$ cat src/rtl/vpu_sram_rd_arb_if.sv
// Bundle of the requester-side handshake and the SRAM read-port signals
// handled by the shared SRAM read arbiter.
interface vpu_sram_rd_arb_if #(
  parameter int REQ_CNT    = 3,
  parameter int ADDR_WIDTH = 16,
  parameter int DATA_WIDTH = 256
);
  logic [REQ_CNT-1:0]            req_i;
  logic [REQ_CNT*ADDR_WIDTH-1:0] addr_i;
  logic [REQ_CNT-1:0]            ack_o;
  logic [REQ_CNT-1:0]            rvalid_o;
  logic [DATA_WIDTH-1:0]         rdata_o;
  logic                          sram_rden_o;
  logic [ADDR_WIDTH-1:0]         sram_addr_o;
  logic                          sram_rvalid_i;
  logic [DATA_WIDTH-1:0]         sram_rdata_i;
  logic                          busy_o;
  logic                          err_o;

  // Arbiter side
  modport slave (
    input  req_i, addr_i, sram_rvalid_i, sram_rdata_i,
    output ack_o, rvalid_o, rdata_o, sram_rden_o, sram_addr_o, busy_o, err_o
  );

  // Requester / SRAM side
  modport master (
    output req_i, addr_i, sram_rvalid_i, sram_rdata_i,
    input  ack_o, rvalid_o, rdata_o, sram_rden_o, sram_addr_o, busy_o, err_o
  );
endinterface

$ cat src/rtl/vpu_sram_rd_arb.sv
// Round-robin arbiter sharing one SRAM read port among REQ_CNT source-port
// controllers. Issued requester indices go into an in-order tag FIFO so each
// returned beat is routed back to the requester that asked for it.
module vpu_sram_rd_arb #(
  parameter int REQ_CNT         = 3,
  parameter int ADDR_WIDTH      = 16,
  parameter int DATA_WIDTH      = 256,
  parameter int MAX_OUTSTANDING = 4
) (
  input  logic             clk,
  input  logic             rst,
  vpu_sram_rd_arb_if.slave bus
);
  localparam int TAG_W = $clog2(REQ_CNT);
  localparam int PTR_W = $clog2(MAX_OUTSTANDING);
  localparam int CNT_W = PTR_W + 1;

  localparam logic [TAG_W-1:0] LAST_REQ = TAG_W'(REQ_CNT - 1);
  localparam logic [CNT_W-1:0] CNT_FULL = CNT_W'(MAX_OUTSTANDING);

  logic [TAG_W-1:0]      rr_ptr;
  logic [TAG_W-1:0]      winner;
  logic [TAG_W-1:0]      cand;
  logic                  found;
  logic                  grant;
  logic                  pop;
  logic                  spurious;
  logic [ADDR_WIDTH-1:0] win_addr;
  logic [ADDR_WIDTH-1:0] addr_q;
  logic [CNT_W-1:0]      count;
  logic [PTR_W-1:0]      wr_ptr;
  logic [PTR_W-1:0]      rd_ptr;
  logic [TAG_W-1:0]      tag_mem [MAX_OUTSTANDING];
  logic [REQ_CNT-1:0]    rvalid_q;
  logic [DATA_WIDTH-1:0] rdata_q;
  logic                  err_q;

  // Search for the first pending request starting at the round-robin pointer
  always_comb begin
    winner = '0;
    found  = 1'b0;
    cand   = rr_ptr;
    for (int i = 0; i < REQ_CNT; i++) begin
      if (!found && bus.req_i[cand]) begin
        found  = 1'b1;
        winner = cand;
      end
      cand = (cand == LAST_REQ) ? '0 : cand + 1'b1;
    end
  end

  // Grant, return pop and spurious-return detection; reset masks the grant
  always_comb begin
    grant    = !rst && found && (count != CNT_FULL);
    win_addr = bus.addr_i[winner*ADDR_WIDTH +: ADDR_WIDTH];
    pop      = bus.sram_rvalid_i && (count != '0);
    spurious = bus.sram_rvalid_i && (count == '0);
  end

  // Drive the handshake and SRAM port; the address holds when idle
  always_comb begin
    bus.ack_o       = grant ? (REQ_CNT'(1) << winner) : '0;
    bus.sram_rden_o = grant;
    bus.sram_addr_o = grant ? win_addr : addr_q;
    bus.rvalid_o    = rvalid_q;
    bus.rdata_o     = rdata_q;
    bus.busy_o      = (count != '0) || (|rvalid_q);
    bus.err_o       = err_q;
  end

  // Tag storage needs no reset: entries are only read after being written
  always_ff @(posedge clk) begin
    if (grant) begin
      tag_mem[wr_ptr] <= winner;
    end
  end

  // Pointer, FIFO occupancy, registered return and sticky error state
  always_ff @(posedge clk or posedge rst) begin
    if (rst) begin
      rr_ptr   <= '0;
      addr_q   <= '0;
      count    <= '0;
      wr_ptr   <= '0;
      rd_ptr   <= '0;
      rvalid_q <= '0;
      rdata_q  <= '0;
      err_q    <= 1'b0;
    end else begin
      if (grant) begin
        rr_ptr <= (winner == LAST_REQ) ? '0 : winner + 1'b1;
        addr_q <= win_addr;
        wr_ptr <= wr_ptr + 1'b1;
      end
      if (pop) begin
        rd_ptr   <= rd_ptr + 1'b1;
        rvalid_q <= REQ_CNT'(1) << tag_mem[rd_ptr];
        rdata_q  <= bus.sram_rdata_i;
      end else begin
        rvalid_q <= '0;
      end
      if (grant && !pop) begin
        count <= count + 1'b1;
      end else if (pop && !grant) begin
        count <= count - 1'b1;
      end
      if (spurious) begin
        err_q <= 1'b1;
      end
    end
  end
endmodule

$ cat src/flat_wrapper.sv
// flat-port wrapper written by rule: the top's interface ports become plain ports
module vpu_sram_rd_arb_flat 
#(
  parameter int REQ_CNT         = 3,
  parameter int ADDR_WIDTH      = 16,
  parameter int DATA_WIDTH      = 256,
  parameter int MAX_OUTSTANDING = 4
)
  (clk, rst, bus_req_i, bus_addr_i, bus_sram_rvalid_i, bus_sram_rdata_i, bus_ack_o, bus_rvalid_o, bus_rdata_o, bus_sram_rden_o, bus_sram_addr_o, bus_busy_o, bus_err_o);
  vpu_sram_rd_arb_if #(.REQ_CNT(REQ_CNT), .ADDR_WIDTH(ADDR_WIDTH), .DATA_WIDTH(DATA_WIDTH)) bus_i ();
  input  logic clk;
  input  logic rst;
  input wire logic [$bits(bus_i.req_i)-1:0] bus_req_i;
  input wire logic [$bits(bus_i.addr_i)-1:0] bus_addr_i;
  input wire logic [$bits(bus_i.sram_rvalid_i)-1:0] bus_sram_rvalid_i;
  input wire logic [$bits(bus_i.sram_rdata_i)-1:0] bus_sram_rdata_i;
  output wire logic [$bits(bus_i.ack_o)-1:0] bus_ack_o;
  output wire logic [$bits(bus_i.rvalid_o)-1:0] bus_rvalid_o;
  output wire logic [$bits(bus_i.rdata_o)-1:0] bus_rdata_o;
  output wire logic [$bits(bus_i.sram_rden_o)-1:0] bus_sram_rden_o;
  output wire logic [$bits(bus_i.sram_addr_o)-1:0] bus_sram_addr_o;
  output wire logic [$bits(bus_i.busy_o)-1:0] bus_busy_o;
  output wire logic [$bits(bus_i.err_o)-1:0] bus_err_o;
  assign bus_i.req_i = bus_req_i;
  assign bus_i.addr_i = bus_addr_i;
  assign bus_i.sram_rvalid_i = bus_sram_rvalid_i;
  assign bus_i.sram_rdata_i = bus_sram_rdata_i;
  assign bus_ack_o = bus_i.ack_o;
  assign bus_rvalid_o = bus_i.rvalid_o;
  assign bus_rdata_o = bus_i.rdata_o;
  assign bus_sram_rden_o = bus_i.sram_rden_o;
  assign bus_sram_addr_o = bus_i.sram_addr_o;
  assign bus_busy_o = bus_i.busy_o;
  assign bus_err_o = bus_i.err_o;
  vpu_sram_rd_arb #(.REQ_CNT(REQ_CNT), .ADDR_WIDTH(ADDR_WIDTH), .DATA_WIDTH(DATA_WIDTH), .MAX_OUTSTANDING(MAX_OUTSTANDING)) u_core (.clk(clk), .rst(rst), .bus(bus_i));
endmodule
$ cat config.mk
export PLATFORM = sky130hd
export DESIGN_NAME = vpu_sram_rd_arb_flat
export DESIGN_NICKNAME = d
export VERILOG_FILES = /design/src/rtl/vpu_sram_rd_arb_if.sv /design/src/rtl/vpu_sram_rd_arb.sv /design/src/flat_wrapper.sv
export SDC_FILE = /design/constraint.sdc
export NUM_CORES = 1
export LEC_CHECK = 0
export ABC_AREA = 1
export CAP_MARGIN = 20
export CORE_MARGIN = 8
export CORE_UTILIZATION = 25
export DETAILED_ROUTE_END_ITERATION = 16
export DONT_BUFFER_PORTS = 1
export GPL_TIMING_DRIVEN = 1
export PLACE_DENSITY = 0.48
export SLEW_MARGIN = 10
export SYNTH_ARGS = -nofsm -noshare
export SYNTH_HDL_FRONTEND = slang
export SYNTH_SLANG_ARGS = --single-unit
$ cat constraint.sdc
create_clock -name clk -period 17.6 [get_ports clk]
set_input_delay 2.64 -clock clk [delete_from_list [all_inputs] [get_ports clk]]
set_output_delay 2.64 -clock clk [all_outputs]
set_load 0.1 [all_outputs]
==> metrics.txt <==
outcome=completed; Reg2Reg Capture Point=u_core.count[2]$_DFFE_PP0P_; endpoint type of the worst setup path=primary output; fin. max-slew vios=0; layout cells sized above 1=5.895%; Initial Utilization=25.21%; Iter 0 DRT Violations=463; Nets=1668; routability cong.=0.8258; Pre-antenna DRT Iters=5; critical path arrival=5.07 ns; r2r setup slk=14.10 ns; clk buf depth=3; Mean Syn Cell Area=8.507 um^2; Post-DP HPWL=29.02 mm; vias per inst=4.344; FMAX=129.6 MHz; CTS tree=done; final setup skew=0.01368 ns; chip height=232.2 um; core footprint=46360 um^2; Reg2Reg Depth=13; Setup CP Type=in2out; max_slew headroom=28.75%; register area share after synthesis=63.07%; Worst-path clk slew=0.05 ns; number of synthesized flops with an enable pin=8; DR vias=8614; crit-path most repeated cell=nand2_1; antenna viol nets, final=0; post-cts repair resize count=0; vias in the first global route=8973; Max Cap Viol=0; Synth Net Count=1690; most common cell in the synthesized netlist=nand2_1; Finished Cell Area=13330 um^2; dominant cells by area after synthesis=dfrtp_1 (61%), nand2_1 (30%), edfxtp_1 (2.1%); Post-DP Area=12230 um^2; root buf cell=clkbuf_16; Yosys reg bits=293; critical path's slowest cell=inv_2; final worst-path cycle share=43.83%; min-delay src=u_core.count[2]$_DFFE_PP0P_; Mapped Area=11690 um^2; die area=53930 um^2; YS warnings=0; later-pin clock latency in the skew report=0.53 ns; Area growth syn-to-layout=14.08%; clk sinks=293; post-layout util=28.76%; first-pass GRT wire length=57.41 mm; crit start category=input pin; unrepaired setup endpoints after global routing=false; Top FF cell, synth=dfrtp_1; CP Data Required Time=14.96 ns; Largest stage delay, worst path=0.79 ns; Synth top area share=61.01%; fin crit period=7.714 ns; initial antenna violation count=3; hold-critical path depth=1; largest net degree at the start of global routing=104; htree depth=2; synth cell count leaders=nand2_1 (921), dfrtp_1 (285), buf_2 (32); reg2reg start=u_core.rr_ptr[0]$_DFFE_PP0N_; Total GRT Usage=13.63%; hold buffers post-CTS=0; post-placement cell count=1923; Setup TNS=0 ns; num rows=79; Top delay family on crit path=simple AND/OR/NAND/NOR gates; fin cells=1983; Post-CTS Setup Inserts=0; worst slew pin tran=1.068 ns; worst-path cell chain=inv_1 -> nand2_1 -> nand3_1 -> o211ai_1 -> nand2_2 -> inv_2 -> nand2_1 -> nand2_1; CTS buffer count=34; final WL=38.90 mm; Async SR Flop Fraction=97.27%; Crit path buffers/inverters=2; cell taking the most area after synthesis=dfrtp_1; Ports=591; Distinct cells, synth=32; Setup Viol. Count Final=0; Crit Path Max Fanout=24; IO Port Bufs=0; Residual DRC=0; die width=232.2 um; Hold Vio Cnt, Final=0; wire length per cell=19.62 um; Hold Path Sink=u_core.count[2]$_DFFE_PP0P_; Hold Crit Class=reg2reg; grt total ovfl=0; Post-Syn Instances=1374; critical path depth in cells=8
cell families after synthesis:
kind of cell    count (synthesis)  synth area share, %
xor+xnor                        5               0.3747
mux                             1              0.09633
buf+inv                        89                3.361
fa+ha+maj                       6               0.7065
compound gates                 15               0.9205
simple gates                  965                31.47
flops                         293                63.07
state kept, by name, indices dropped and copies added (netlist names):
register,flops
u_core.bus.rdata_o,256
u_core.addr_q,16
u_core.tag_mem,8
u_core.bus.rvalid_o,3
u_core.count,3
u_core.rd_ptr,2
u_core.rr_ptr,2
u_core.wr_ptr,2
u_core.bus.err_o,1
placed cells by master, fill, tap and decap left out, types with 8 or more instances in the layout:
master,instances
nand2_1,921
dfrtp_1,285
clkbuf_16,35
nand3_1,19
inv_1,15
nor2_1,11
buf_4,9
clkbuf_8,8
edfxtp_1,8
metrics by stage:
| step | hold WS, ns | worst slack (ns) |
|---|---|---|
| 2_1_floorplan | 0.4686 | 7.096 |
| 5_1_grt | 0.5115 | 9.657 |
| 4_1_cts | 0.5012 | 9.828 |
| 6_report | 0.4955 | 9.886 |
| 3_5_place_dp | 0.4897 | 9.838 |
| 3_3_place_gp | 0.4877 | 9.878 |
worst max-delay path by stage:
stage	from	slack [ns]	endpoint
finish	bus_req_i[0]	9.89	bus_sram_addr_o[14]
global route	bus_req_i[0]	9.66	bus_sram_addr_o[2]
floorplan	rst	7.10	u_core.addr_q[0]$_DFF_PP0_
global placement	bus_req_i[0]	9.88	bus_sram_addr_o[14]
detailed placement	bus_req_i[0]	9.84	bus_sram_addr_o[14]
CTS	bus_req_i[0]	9.83	bus_sram_addr_o[14]
final cells by class:
class / count / area [um^2]
clock buffers: 48 / 1005
repair buffers: 9 / 67.56
well taps: 607 / 759.5
diodes: 2 / 5.005
fillers: 4987 / 33020
clock inverters: 10 / 96.34
multi-input cells: 992 / 3931
flip-flops and latches: 293 / 7372
inverters: 22 / 97.59
routing by layer:
metal | vias to the layer above | share of wire [%] | routed length, um | track usage, %
met5 | - | 0 | 0 | 0
met4 | 0 | 1.9 | 758 | 3.679
met3 | 47 | 12 | 4776 | 6.328
met2 | 412 | 50 | 19410 | 23.33
met1 | 4032 | 36 | 13960 | 15.08
li1 | 4123 | - | - | -
Power is left out: the tool's default activity adds up to more than one toggle a clock period on the data nets, which glitch-free logic cannot reach.
==> patch: new RTL, config.mk and constraints unchanged <==
`ADDR_WIDTH` is set to 16 in 3 places; all go to 17.
--- a/src/rtl/vpu_sram_rd_arb_if.sv
+++ b/src/rtl/vpu_sram_rd_arb_if.sv
@@ -3,5 +3,5 @@
 interface vpu_sram_rd_arb_if #(
   parameter int REQ_CNT    = 3,
-  parameter int ADDR_WIDTH = 16,
+  parameter int ADDR_WIDTH = 17,
   parameter int DATA_WIDTH = 256
 );
--- a/src/rtl/vpu_sram_rd_arb.sv
+++ b/src/rtl/vpu_sram_rd_arb.sv
@@ -4,5 +4,5 @@
 module vpu_sram_rd_arb #(
   parameter int REQ_CNT         = 3,
-  parameter int ADDR_WIDTH      = 16,
+  parameter int ADDR_WIDTH      = 17,
   parameter int DATA_WIDTH      = 256,
   parameter int MAX_OUTSTANDING = 4
--- a/src/flat_wrapper.sv
+++ b/src/flat_wrapper.sv
@@ -3,5 +3,5 @@
 #(
   parameter int REQ_CNT         = 3,
-  parameter int ADDR_WIDTH      = 16,
+  parameter int ADDR_WIDTH      = 17,
   parameter int DATA_WIDTH      = 256,
   parameter int MAX_OUTSTANDING = 4
Ports: changed (resized bus_addr_i and bus_sram_addr_o); port bits go from 591 to 595. The function was not compared with the original's and may differ.
==> patch against the original RTL <==
Utilization grew 0.12 points. Register-to-register slack better by 0.06 ns. Setup slack worse by 0.035 ns. Via count up 1.2%. Area after synthesis grew 0.76%. Sequential cell count increased by 1. Final area is 0.85% higher. First-iteration DRC count up 14%. Wire length down 0.57%. Clock skew shrank 0.0012 ns. Cell count increased by 0.35%.
Power is left out: the tool's default activity adds up to more than one toggle a clock period on the data nets, which glitch-free logic cannot reach.
==> patch: results (changes against the original RTL) <==
- Status: finished clean
- CP max stage delay: 0.79 ns (about the same)
- Wire length of the first global-routing pass: 57300 µm (-0.20%)
- Post-synth EDFFs: 8 (unchanged)
- Dpl hpwl: 28900 µm (-0.43%)
- Overflow after GRT: 0 (unchanged)
- Worst-margin pin slew: 1.132 ns (+0.06439 ns)
- Fraction of layout cells with a size suffix above 1: 0.05789 (-0.001065)
- Max FO, Critical Path: 25 (+4.2%)
- Starting DRT DRC Count: 529 (+14%)
- Async SR Flop Fraction: 0.9728 (about the same)
- Number of global-route vias before repair: 9063 (+1.0%)
- Synth Flop Type: dfrtp_1
- H-tree levels: 2 (unchanged)
- Slowest stage cell, crit path: inv_2
- Pre-antenna DRT Iters: 4 (-1)
- CP Launch Point: bus_req_i[2]
- PostCTS Resize Cnt: 0 (unchanged)
- Port Buf Inserts: 0 (unchanged)
- Min-Delay Startpoint: u_core.count[2]
- Via-to-Cell Ratio: 4.380 (+0.83%)
- Max FFs per register: 256 (unchanged)
- Cts bufs inserted: 35 (+2.9%)
- FF-to-FF Start: u_core.rr_ptr[0]
- CTS max path bufs: 3 (unchanged)
- Initial antenna violation count: 7 (+4)
- Largest net degree at the start of global routing: 184 (+77%)
- Skew final: 0.01251 ns (-0.001174 ns)
- Seq/Total Area, Yosys: 0.6281 (-0.002632)
- Yosys Warn Count: 0 (unchanged)
- Detailed Route WL: 38680 µm (-0.57%)
- Top cells by count, synth: 923 x nand2_1, 286 x dfrtp_1, 46 x clkbuf_1
- Post-CTS setup buffers: 0 (unchanged)
- Unique cell type count in the Yosys netlist: 34 (+6.3%)
- CP arrival: 5.11 ns (+0.04 ns)
- GPL Wtd Cong: 0.8180 (-0.94%)
- Synth area leaders: dfrtp_1 61%, nand2_1 29%, edfxtp_1 2.0%, clkbuf_1 1.5%, nand3_1 1.1%
- Total track usage: 0.1342 (-0.002079)
- Nets: 1678 (+0.60%)
- CP top delay family: simple AND/OR/NAND/NOR gates
- Root buffer cell: clkbuf_16
[patch: logic make-up (layout without fill, tap and decap cells)]
group | Yosys count | in the layout | share of synthesized area
compound gates | 13 | 13 | 0.008499
xor+xnor | 5 | 5 | 0.003719
fa+ha+maj | 6 | 6 | 0.007012
buf+inv | 90 | 90 | 0.03527
flops | 294 | 294 | 0.6281
mux | 1 | 1 | 0.0009561
other cells | 0 | 1 | 0
simple gates | 973 | 973 | 0.3165
[patch: metrics by stage]
step,instance area [µm²],setup WS (ns),util,instances
2_1_floorplan,11780,7.068,-,1382
3_3_place_gp,12300,9.877,0.2642,1929
3_5_place_dp,12300,9.841,0.2642,1929
4_1_cts,13450,9.826,0.2888,1989
5_1_grt,13450,9.638,0.2888,1989
6_report,13450,9.850,0.2889,1990
[patch: path summary, 6_finish.rpt]
| check | end | slack [ns] |
|---|---|---|
| worst min register to register | u_core.count[2] | 0.51 |
| worst min-delay path | u_core.count[2] | 0.51 |
| max in group asynchronous | u_core.bus.rdata_o[247] | 13.43 |
| worst max register to register | u_core.count[2] | 14.16 |
| min in group asynchronous | u_core.count[2] | 2.06 |
| worst max-delay path | bus_sram_addr_o[5] | 9.85 |
[patch: routing by layer]
metal,up-vias,global-route usage,share of wire
met2,449,0.2240,0.48
met4,12,0.03402,0.018
li1,4139,-,-
met5,-,0,0.0020
met3,60,0.07825,0.15
met1,4056,0.1446,0.35
[patch: worst reg2reg max path: cells and delay by family (launching register included)]
| family | cells | cell delay [ns] |
|---|---|---|
| buffers and inverters | 3 | 1.02 |
| and+or+nand+nor | 5 | 0.76 |
| adders and majority gates | 2 | 0.69 |
| DFF | 1 | 0.48 |
| AOI/OAI and AO/OA | 2 | 0.25 |
| xor gates and xnor gates | 1 | 0.13 |
[patch: final cells by class]
cell class	count	area, µm²
clock buffer	50	1045
multi-input combinational	998	3975
tap	607	759.5
inverter	23	101.3
sequential	294	7397
clock inverter	10	102.6
antenna	1	2.502
timing repair buffer	7	65.06
fill	4985	33110
